**config.mk**
```make
export PLATFORM = sky130hd
export DESIGN_NAME = avalon_pio_bank
export DESIGN_NICKNAME = d
export VERILOG_FILES = /design/src/rtl/pio_bank_pkg.sv /design/src/rtl/pio_debounce.sv /design/src/rtl/avalon_pio_bank.sv
export SDC_FILE = /design/constraint.sdc
export NUM_CORES = 1
export LEC_CHECK = 0
export ABC_AREA = 1
export BUFFER_PORTS_ARGS = -buffer_cell sky130_fd_sc_hd__buf_2
export CORE_MARGIN = 10
export CORE_UTILIZATION = 40
export DETAILED_ROUTE_END_ITERATION = 16
export GPL_TIMING_DRIVEN = 0
export MAX_ROUTING_LAYER = met4
export PLACE_DENSITY = 0.7
export SETUP_SLACK_MARGIN = 0.3
export SYNTH_ARGS = -nofsm -noshare
export SYNTH_HDL_FRONTEND = slang
export SYNTH_SLANG_ARGS = --single-unit
```
**constraint.sdc**
```tcl
create_clock -name clk_clk -period 1.2 [get_ports clk_clk]
set_input_delay 0.18 -clock clk_clk [delete_from_list [all_inputs] [get_ports clk_clk]]
set_output_delay 0.18 -clock clk_clk [all_outputs]
set_load 0.01 [all_outputs]
```
**src/rtl/pio_bank_pkg.sv**
```systemverilog
`default_nettype none
// ============================================================================
// Module   : pio_bank_pkg
// Purpose  : Shared register offsets, edge-mode encoding and the channel
//            address width helper for the avalon_pio_bank peripheral.
// Revision : 1.0 - initial release
// ============================================================================
package pio_bank_pkg;

  // Register offsets within a channel's 8-word window
  localparam logic [2:0] REG_DATA = 3'd0;
  localparam logic [2:0] REG_SET  = 3'd1;
  localparam logic [2:0] REG_CLR  = 3'd2;
  localparam logic [2:0] REG_MASK = 3'd3;
  localparam logic [2:0] REG_EDGE = 3'd4;

  typedef enum logic [1:0] {
    EDGE_RISE = 2'd0,
    EDGE_FALL = 2'd1,
    EDGE_ANY  = 2'd2
  } edge_mode_t;

  // Channel-index field width; a single channel still gets one address bit
  function automatic int ch_w(input int num_ch);
    if (num_ch <= 1) return 1;
    return $clog2(num_ch);
  endfunction

endpackage
`default_nettype wire

```
**src/rtl/pio_debounce.sv**
```systemverilog
`default_nettype none
// ============================================================================
// Module   : pio_debounce
// Purpose  : Two-flop synchroniser followed by a stability-count debouncer
//            for one DATA_W-bit input channel.
// Revision : 1.0 - initial release
// ============================================================================
module pio_debounce #(
  parameter int DATA_W       = 16,
  parameter int DEBOUNCE_CYC = 0
) (
  input  logic              clk,
  input  logic              rst_n,
  input  logic [DATA_W-1:0] i_pin,
  output logic [DATA_W-1:0] o_db
);

  // Wide enough for a count limit of 2^20
  localparam int c_cnt_w = 21;
  localparam logic [c_cnt_w-1:0] c_cnt_last =
      (DEBOUNCE_CYC > 0) ? c_cnt_w'(DEBOUNCE_CYC - 1) : '0;

  logic [DATA_W-1:0]  sync1_q, sync1_d;
  logic [DATA_W-1:0]  sync2_q, sync2_d;
  logic [DATA_W-1:0]  hold_q,  hold_d;   // synchroniser output one cycle ago
  logic [DATA_W-1:0]  db_q,    db_d;
  logic [c_cnt_w-1:0] cnt_q,   cnt_d;

  // Next state: count consecutive cycles in which the synchronised value is
  // unchanged and differs from the accepted value; any change restarts it.
  always_comb begin
    sync1_d = i_pin;
    sync2_d = sync1_q;
    hold_d  = sync2_q;
    db_d    = db_q;
    cnt_d   = '0;
    if (DEBOUNCE_CYC == 0) begin
      db_d = sync2_q;
    end else if ((sync2_q != db_q) && (sync2_q == hold_q)) begin
      if (cnt_q == c_cnt_last) begin
        db_d = sync2_q;
      end else begin
        cnt_d = cnt_q + c_cnt_w'(1);
      end
    end
  end

  // State registers
  always_ff @(posedge clk or negedge rst_n) begin
    if (!rst_n) begin
      sync1_q <= '0;
      sync2_q <= '0;
      hold_q  <= '0;
      db_q    <= '0;
      cnt_q   <= '0;
    end else begin
      sync1_q <= sync1_d;
      sync2_q <= sync2_d;
      hold_q  <= hold_d;
      db_q    <= db_d;
      cnt_q   <= cnt_d;
    end
  end

  assign o_db = db_q;

endmodule
`default_nettype wire

```
**src/rtl/avalon_pio_bank.sv**
```systemverilog
`default_nettype none
// ============================================================================
// Module   : avalon_pio_bank
// Purpose  : Multi-channel Avalon-MM PIO with fixed-direction channels,
//            input debounce, sticky edge capture (W1C) and masked irq.
// Revision : 1.0 - initial release
// ============================================================================
module avalon_pio_bank
  import pio_bank_pkg::*;
#(
  parameter int                NUM_CH       = 4,
  parameter int                DATA_W       = 16,
  parameter logic [NUM_CH-1:0] CH_IS_OUT    = 4'b0011,
  parameter logic [31:0]       OUT_RESET    = 32'h0,
  parameter int                EDGE_MODE    = 0,
  parameter int                DEBOUNCE_CYC = 0
) (
  input  logic                     clk_clk,
  input  logic                     reset_reset_n,
  input  logic                     avs_chipselect,
  input  logic [ch_w(NUM_CH)+2:0]  avs_address,
  input  logic                     avs_read,
  input  logic                     avs_write,
  input  logic [31:0]              avs_writedata,
  output logic [31:0]              avs_readdata,
  input  logic [NUM_CH*DATA_W-1:0] pio_in,
  output logic [NUM_CH*DATA_W-1:0] pio_out,
  output logic                     irq
);

  localparam int                c_ch_w      = ch_w(NUM_CH);
  localparam logic [DATA_W-1:0] c_out_rst   = OUT_RESET[DATA_W-1:0];
  localparam edge_mode_t        c_edge_mode = edge_mode_t'(EDGE_MODE[1:0]);

  logic [c_ch_w-1:0] w_ch_idx;
  logic [2:0]        w_reg;
  logic              w_wr;
  logic              w_rd;
  logic [DATA_W-1:0] w_wdata;

  logic [DATA_W-1:0] w_db   [NUM_CH];
  logic [DATA_W-1:0] w_det  [NUM_CH];
  logic [DATA_W-1:0] out_q  [NUM_CH];
  logic [DATA_W-1:0] out_d  [NUM_CH];
  logic [DATA_W-1:0] mask_q [NUM_CH];
  logic [DATA_W-1:0] mask_d [NUM_CH];
  logic [DATA_W-1:0] edge_q [NUM_CH];
  logic [DATA_W-1:0] edge_d [NUM_CH];
  logic [DATA_W-1:0] prev_q [NUM_CH];
  logic [DATA_W-1:0] prev_d [NUM_CH];
  logic [31:0]       rdata_q, rdata_d;
  logic              irq_q,   irq_d;

  assign w_ch_idx = avs_address[c_ch_w+2:3];
  assign w_reg    = avs_address[2:0];
  assign w_wr     = avs_chipselect & avs_write;
  assign w_rd     = avs_chipselect & avs_read;
  assign w_wdata  = avs_writedata[DATA_W-1:0];

  if (DATA_W < 32) begin : g_wd_pad
    logic w_unused_wd;
    assign w_unused_wd = ^avs_writedata[31:DATA_W];
  end

  // Per channel: input channels get a debouncer, outputs drive their register
  for (genvar k = 0; k < NUM_CH; k++) begin : g_ch
    if (CH_IS_OUT[k]) begin : g_out
      logic w_unused_pin;
      assign w_unused_pin = ^pio_in[k*DATA_W +: DATA_W];
      assign w_db[k] = '0;
      assign pio_out[k*DATA_W +: DATA_W] = out_q[k];
    end else begin : g_in
      pio_debounce #(
        .DATA_W       (DATA_W),
        .DEBOUNCE_CYC (DEBOUNCE_CYC)
      ) u_debounce (
        .clk   (clk_clk),
        .rst_n (reset_reset_n),
        .i_pin (pio_in[k*DATA_W +: DATA_W]),
        .o_db  (w_db[k])
      );
      assign pio_out[k*DATA_W +: DATA_W] = '0;
    end
  end

  // Edge detect term per channel, selected by the build-time edge mode
  always_comb begin
    for (int k = 0; k < NUM_CH; k++) begin
      w_det[k] = '0;
      case (c_edge_mode)
        EDGE_FALL: w_det[k] = ~w_db[k] & prev_q[k];
        EDGE_ANY:  w_det[k] = w_db[k] ^ prev_q[k];
        default:   w_det[k] = w_db[k] & ~prev_q[k];
      endcase
    end
  end

  // Register-file next state, interrupt and read mux
  always_comb begin
    irq_d   = 1'b0;
    rdata_d = rdata_q;
    for (int k = 0; k < NUM_CH; k++) begin
      out_d[k]  = out_q[k];
      mask_d[k] = mask_q[k];
      edge_d[k] = edge_q[k];
      prev_d[k] = w_db[k];
      if (CH_IS_OUT[k]) begin
        // Output channels never capture edges or hold a mask
        mask_d[k] = '0;
        edge_d[k] = '0;
        if (w_wr && (w_ch_idx == c_ch_w'(k))) begin
          case (w_reg)
            REG_DATA: out_d[k] = w_wdata;
            REG_SET:  out_d[k] = out_q[k] | w_wdata;
            REG_CLR:  out_d[k] = out_q[k] & ~w_wdata;
            default:  out_d[k] = out_q[k];
          endcase
        end
      end else begin
        out_d[k] = '0;
        if (w_wr && (w_ch_idx == c_ch_w'(k)) && (w_reg == REG_MASK)) begin
          mask_d[k] = w_wdata;
        end
        // Clear first, then OR in new edges so a coincident edge survives
        if (w_wr && (w_ch_idx == c_ch_w'(k)) && (w_reg == REG_EDGE)) begin
          edge_d[k] = edge_q[k] & ~w_wdata;
        end
        edge_d[k] = edge_d[k] | w_det[k];
      end
      irq_d = irq_d | (|(edge_q[k] & mask_q[k]));
    end

    if (w_rd) begin
      rdata_d = '0;
      for (int k = 0; k < NUM_CH; k++) begin
        if (w_ch_idx == c_ch_w'(k)) begin
          case (w_reg)
            REG_DATA: rdata_d[DATA_W-1:0] = CH_IS_OUT[k] ? out_q[k] : w_db[k];
            REG_MASK: rdata_d[DATA_W-1:0] = mask_q[k];
            REG_EDGE: rdata_d[DATA_W-1:0] = edge_q[k];
            default:  rdata_d = '0;
          endcase
        end
      end
    end
  end

  // State registers
  always_ff @(posedge clk_clk or negedge reset_reset_n) begin
    if (!reset_reset_n) begin
      for (int k = 0; k < NUM_CH; k++) begin
        out_q[k]  <= CH_IS_OUT[k] ? c_out_rst : '0;
        mask_q[k] <= '0;
        edge_q[k] <= '0;
        prev_q[k] <= '0;
      end
      rdata_q <= '0;
      irq_q   <= 1'b0;
    end else begin
      for (int k = 0; k < NUM_CH; k++) begin
        out_q[k]  <= out_d[k];
        mask_q[k] <= mask_d[k];
        edge_q[k] <= edge_d[k];
        prev_q[k] <= prev_d[k];
      end
      rdata_q <= rdata_d;
      irq_q   <= irq_d;
    end
  end

  assign avs_readdata = rdata_q;
  assign irq          = irq_q;

endmodule
`default_nettype wire

```
==> results.tsv <==
metric	value	unit
grt_use_total	0.188	
htree_levels	1	
powerDensity	1560	nW/um^2
clock_skew	8.07	ps
drt-total-wl	29.5	mm
clk_pin_slew	60	ps
port_buffers	102	
dr.pass1.iters	5	
slew_headroom	0.519	
vias	8059	
worstSetupPathType	register to primary output	
cp.arrival	1080	ps
crit_fanout	3	
crit_family	flip-flops	
peakVddDrop	1.03	mV
path_cells	buf_6	
total_leakage_power	6.51	nW
cts_tree	done	
tightestPinTransition	721	ps
worstHoldPathType	input port to async pin	
syn_area_per_cell	9.60	um^2
gp_congestion	0.908	
root_buffer	clkbuf_16	
fp.coreArea	24300	um^2
synth_cells	1029	
synthToLayoutAreaGrowth	35.6	%
met2_usage	0.282	
drtIter0Drc	741	
pwr-share-comb	0.190	
drc	0	
required	1020	ps
final-setup-viol-count	48	
wl_per_cell	18.1	um
met3_usage	0.0395	
final_max_slew_viol_count	0	
die-area	31400	um^2
p_int	15.3	mW
final_layout_size_suffix_gt1_frac	0.306	
synth_area	9880	um^2
detailed_place_hpwl	20.4	mm
slowest_stage	dfrtp_1	
period_needed	1260	ps
cap_violations	0	
clockBufferDepth	3	
final.setup.worst_slack	-65.0	ps
gr-usage-met1	0.254	
cts-hold-fix-buffers	33	
fmax	791	MHz
p_sw	5.56	mW
grt_pass1_vias	8065	
busiest_layer	met2	
viasPerCell	4.94	
grt_max_degree	118	
end_kind	primary output	
p_sw_frac	0.267	
antenna_left	0	
rows	57	
pin_count	203	
grt_pass1_wl	45.4	mm
cp-start-kind	register	
netlist-cell-type-count	28	
outcome	complete, but fails checks	
hold_viol	66	
synth_seq_area_share	0.610	
p_clk_frac	0.364	
whs	-413	ps
synth_warnings	0	
p_seq_frac	0.446	
rsz0062_at_grt	true	
initial_core_util	0.406	
die_h	177	um
cts_made_buffers	25	
fin_nets	1397	
violations	hold timing, setup timing	
p_total	20.9	mW
die_x	177	um
cp_slowest_stage_delay	420	ps
fin_crit_sh	1.05	
antenna_cells	0	
antenna_found_initial	0	
grt_overflow	0	
ys_ff_latch	241	
cts_sinks	241	
crit_buf_inv	1	
post-place-ws	-424	ps
insertion_delay	520	ps
==> area by class of cell <==
class                   count  area, um^2
multi-input cells         671        3610
clock inverters             9        76.3
clock buffers              36         737
repair buffers            188        1530
inverters                  70         282
flip-flops and latches    241        6030
plain buffers              94         729
well taps                 324         405
fillers                  2166       10900
==> kinds of logic after synthesis <==
family | share of synthesized area
and+or+nand+nor | 0.195
other | 0.000379
AOI/OAI and AO/OA | 0.109
buffers and inverters | 0.0845
DFF | 0.610
==> synth_stat cells <==
master    count  share of area
nand3b_1      1        0.00076
a21oi_2       1        0.00089
or2_2         9         0.0057
buf_2        28          0.014
o21a_1       30          0.023
clkinv_1      1        0.00038
nor3_2        1         0.0010
buf_1         6         0.0023
nand3_1     127          0.064
nor2_2        5         0.0032
o21ai_1      38          0.019
a21oi_1      16         0.0081
and3_1        1        0.00063
inv_1        64          0.024
dfrtp_1     241           0.61
buf_4        49          0.037
nand2_2       3         0.0019
nor3_1        1        0.00051
clkbuf_1     11         0.0042
nor2_4        2         0.0023
a22o_1        3         0.0027
o21bai_1     30          0.023
nand2_1     236          0.090
nor2_1       34          0.013
inv_2         5         0.0019
o21ai_0      65          0.033
nand4_1      20          0.013
conb_1        1        0.00038
==> state kept, by name, indices dropped and copies added, names as in the netlist <==
register and count:
avs_readdata 16, prev_q 32, edge_q 32, g_ch.g_in.u_debounce.db_d 32, g_ch.g_in.u_debounce.o_db 32, pio_out 32
irq 1, mask_q 32, g_ch.g_in.u_debounce.sync1_q 32
==> metal layers <==
| layer | vias to the layer above | wire (um) |
|---|---|---|
| met5 | - | 0 |
| met2 | 351 | 13300 |
| met1 | 3842 | 13100 |
| met3 | 45 | 2490 |
| li1 | 3821 | - |
| met4 | 0 | 700 |
==> stage by stage <==
step | setup TNS, ps | std cells | area (um^2) | util
after global placement | -1051220 | 1502 | 11200 | 0.460
after CTS | -2350 | 1619 | 12900 | 0.532
after detailed placement | -27250 | 1504 | 11300 | 0.463
after global routing | -3260 | 1633 | 13400 | 0.551
after floorplan | 0 | 1076 | 10300 | -
final | -1560 | 1633 | 13400 | 0.551
==> power groups by stage <==
stage	logic, mW	registers (mW)	clock network (mW)
after global routing	4.33	9.36	8.09
after CTS	3.52	9.25	7.78
after detailed placement	2.73	9.43	0
after floorplan	1.51	9.45	0
after global placement	2.66	9.43	0
final	3.97	9.30	7.59
==> placed cells by master, fill, tap and decap left out, types with 3 or more instances in the layout <==
cell / synthesis / layout
clkinv_2: 0 / 7
nor2_2: 5 / 9
o21ai_0: 65 / 23
inv_1: 64 / 59
inv_2: 5 / 7
buf_4: 49 / 79
nor2_4: 2 / 8
clkbuf_1: 11 / 7
a21oi_2: 1 / 14
o21ai_2: 0 / 3
conb_1: 1 / 48
clkbuf_16: 0 / 25
nand2_4: 0 / 4
nand3_2: 0 / 16
nand4_1: 20 / 20
nand2_1: 236 / 203
a22o_1: 3 / 3
nand3_1: 127 / 110
nand2_2: 3 / 31
clkbuf_8: 0 / 10
dfrtp_1: 241 / 241
buf_2: 28 / 93
o21bai_4: 0 / 6
buf_6: 0 / 59
clkbuf_4: 0 / 3
o21a_1: 30 / 30
dlygate4sd3_1: 0 / 33
o21ai_1: 38 / 77
o21bai_1: 30 / 24
or2_2: 9 / 9
nor2_1: 34 / 24
==> worst paths after layout <==
check | cells past startpoint | end | start | slack, ps
worst max-delay path | 1 | pio_out[17] | pio_out[17] | -60
worst min-delay path | 1 | pio_out[8] | reset_reset_n | -410
worst max register to register | 8 | avs_readdata[5] | pio_out[21] | 20
worst min register to register | 0 | g_ch[2].g_in.u_debounce.o_db[13] | g_ch[2].g_in.u_debounce.db_d[13] | 340
max in group asynchronous | 2 | g_ch[3].g_in.u_debounce.o_db[1] | reset_reset_n | 700
min in group clk_clk | 4 | pio_out[12] | avs_writedata[12] | 20
==> timing repair <==
action	CTS	global route
endpoints found under the hold margin	87	53
resized for setup	73	82
setup buffers	37	14
setup endpoints to repair	112	121
pin swaps	61	46
No activity file was read; power rests on OpenSTA's default activity.
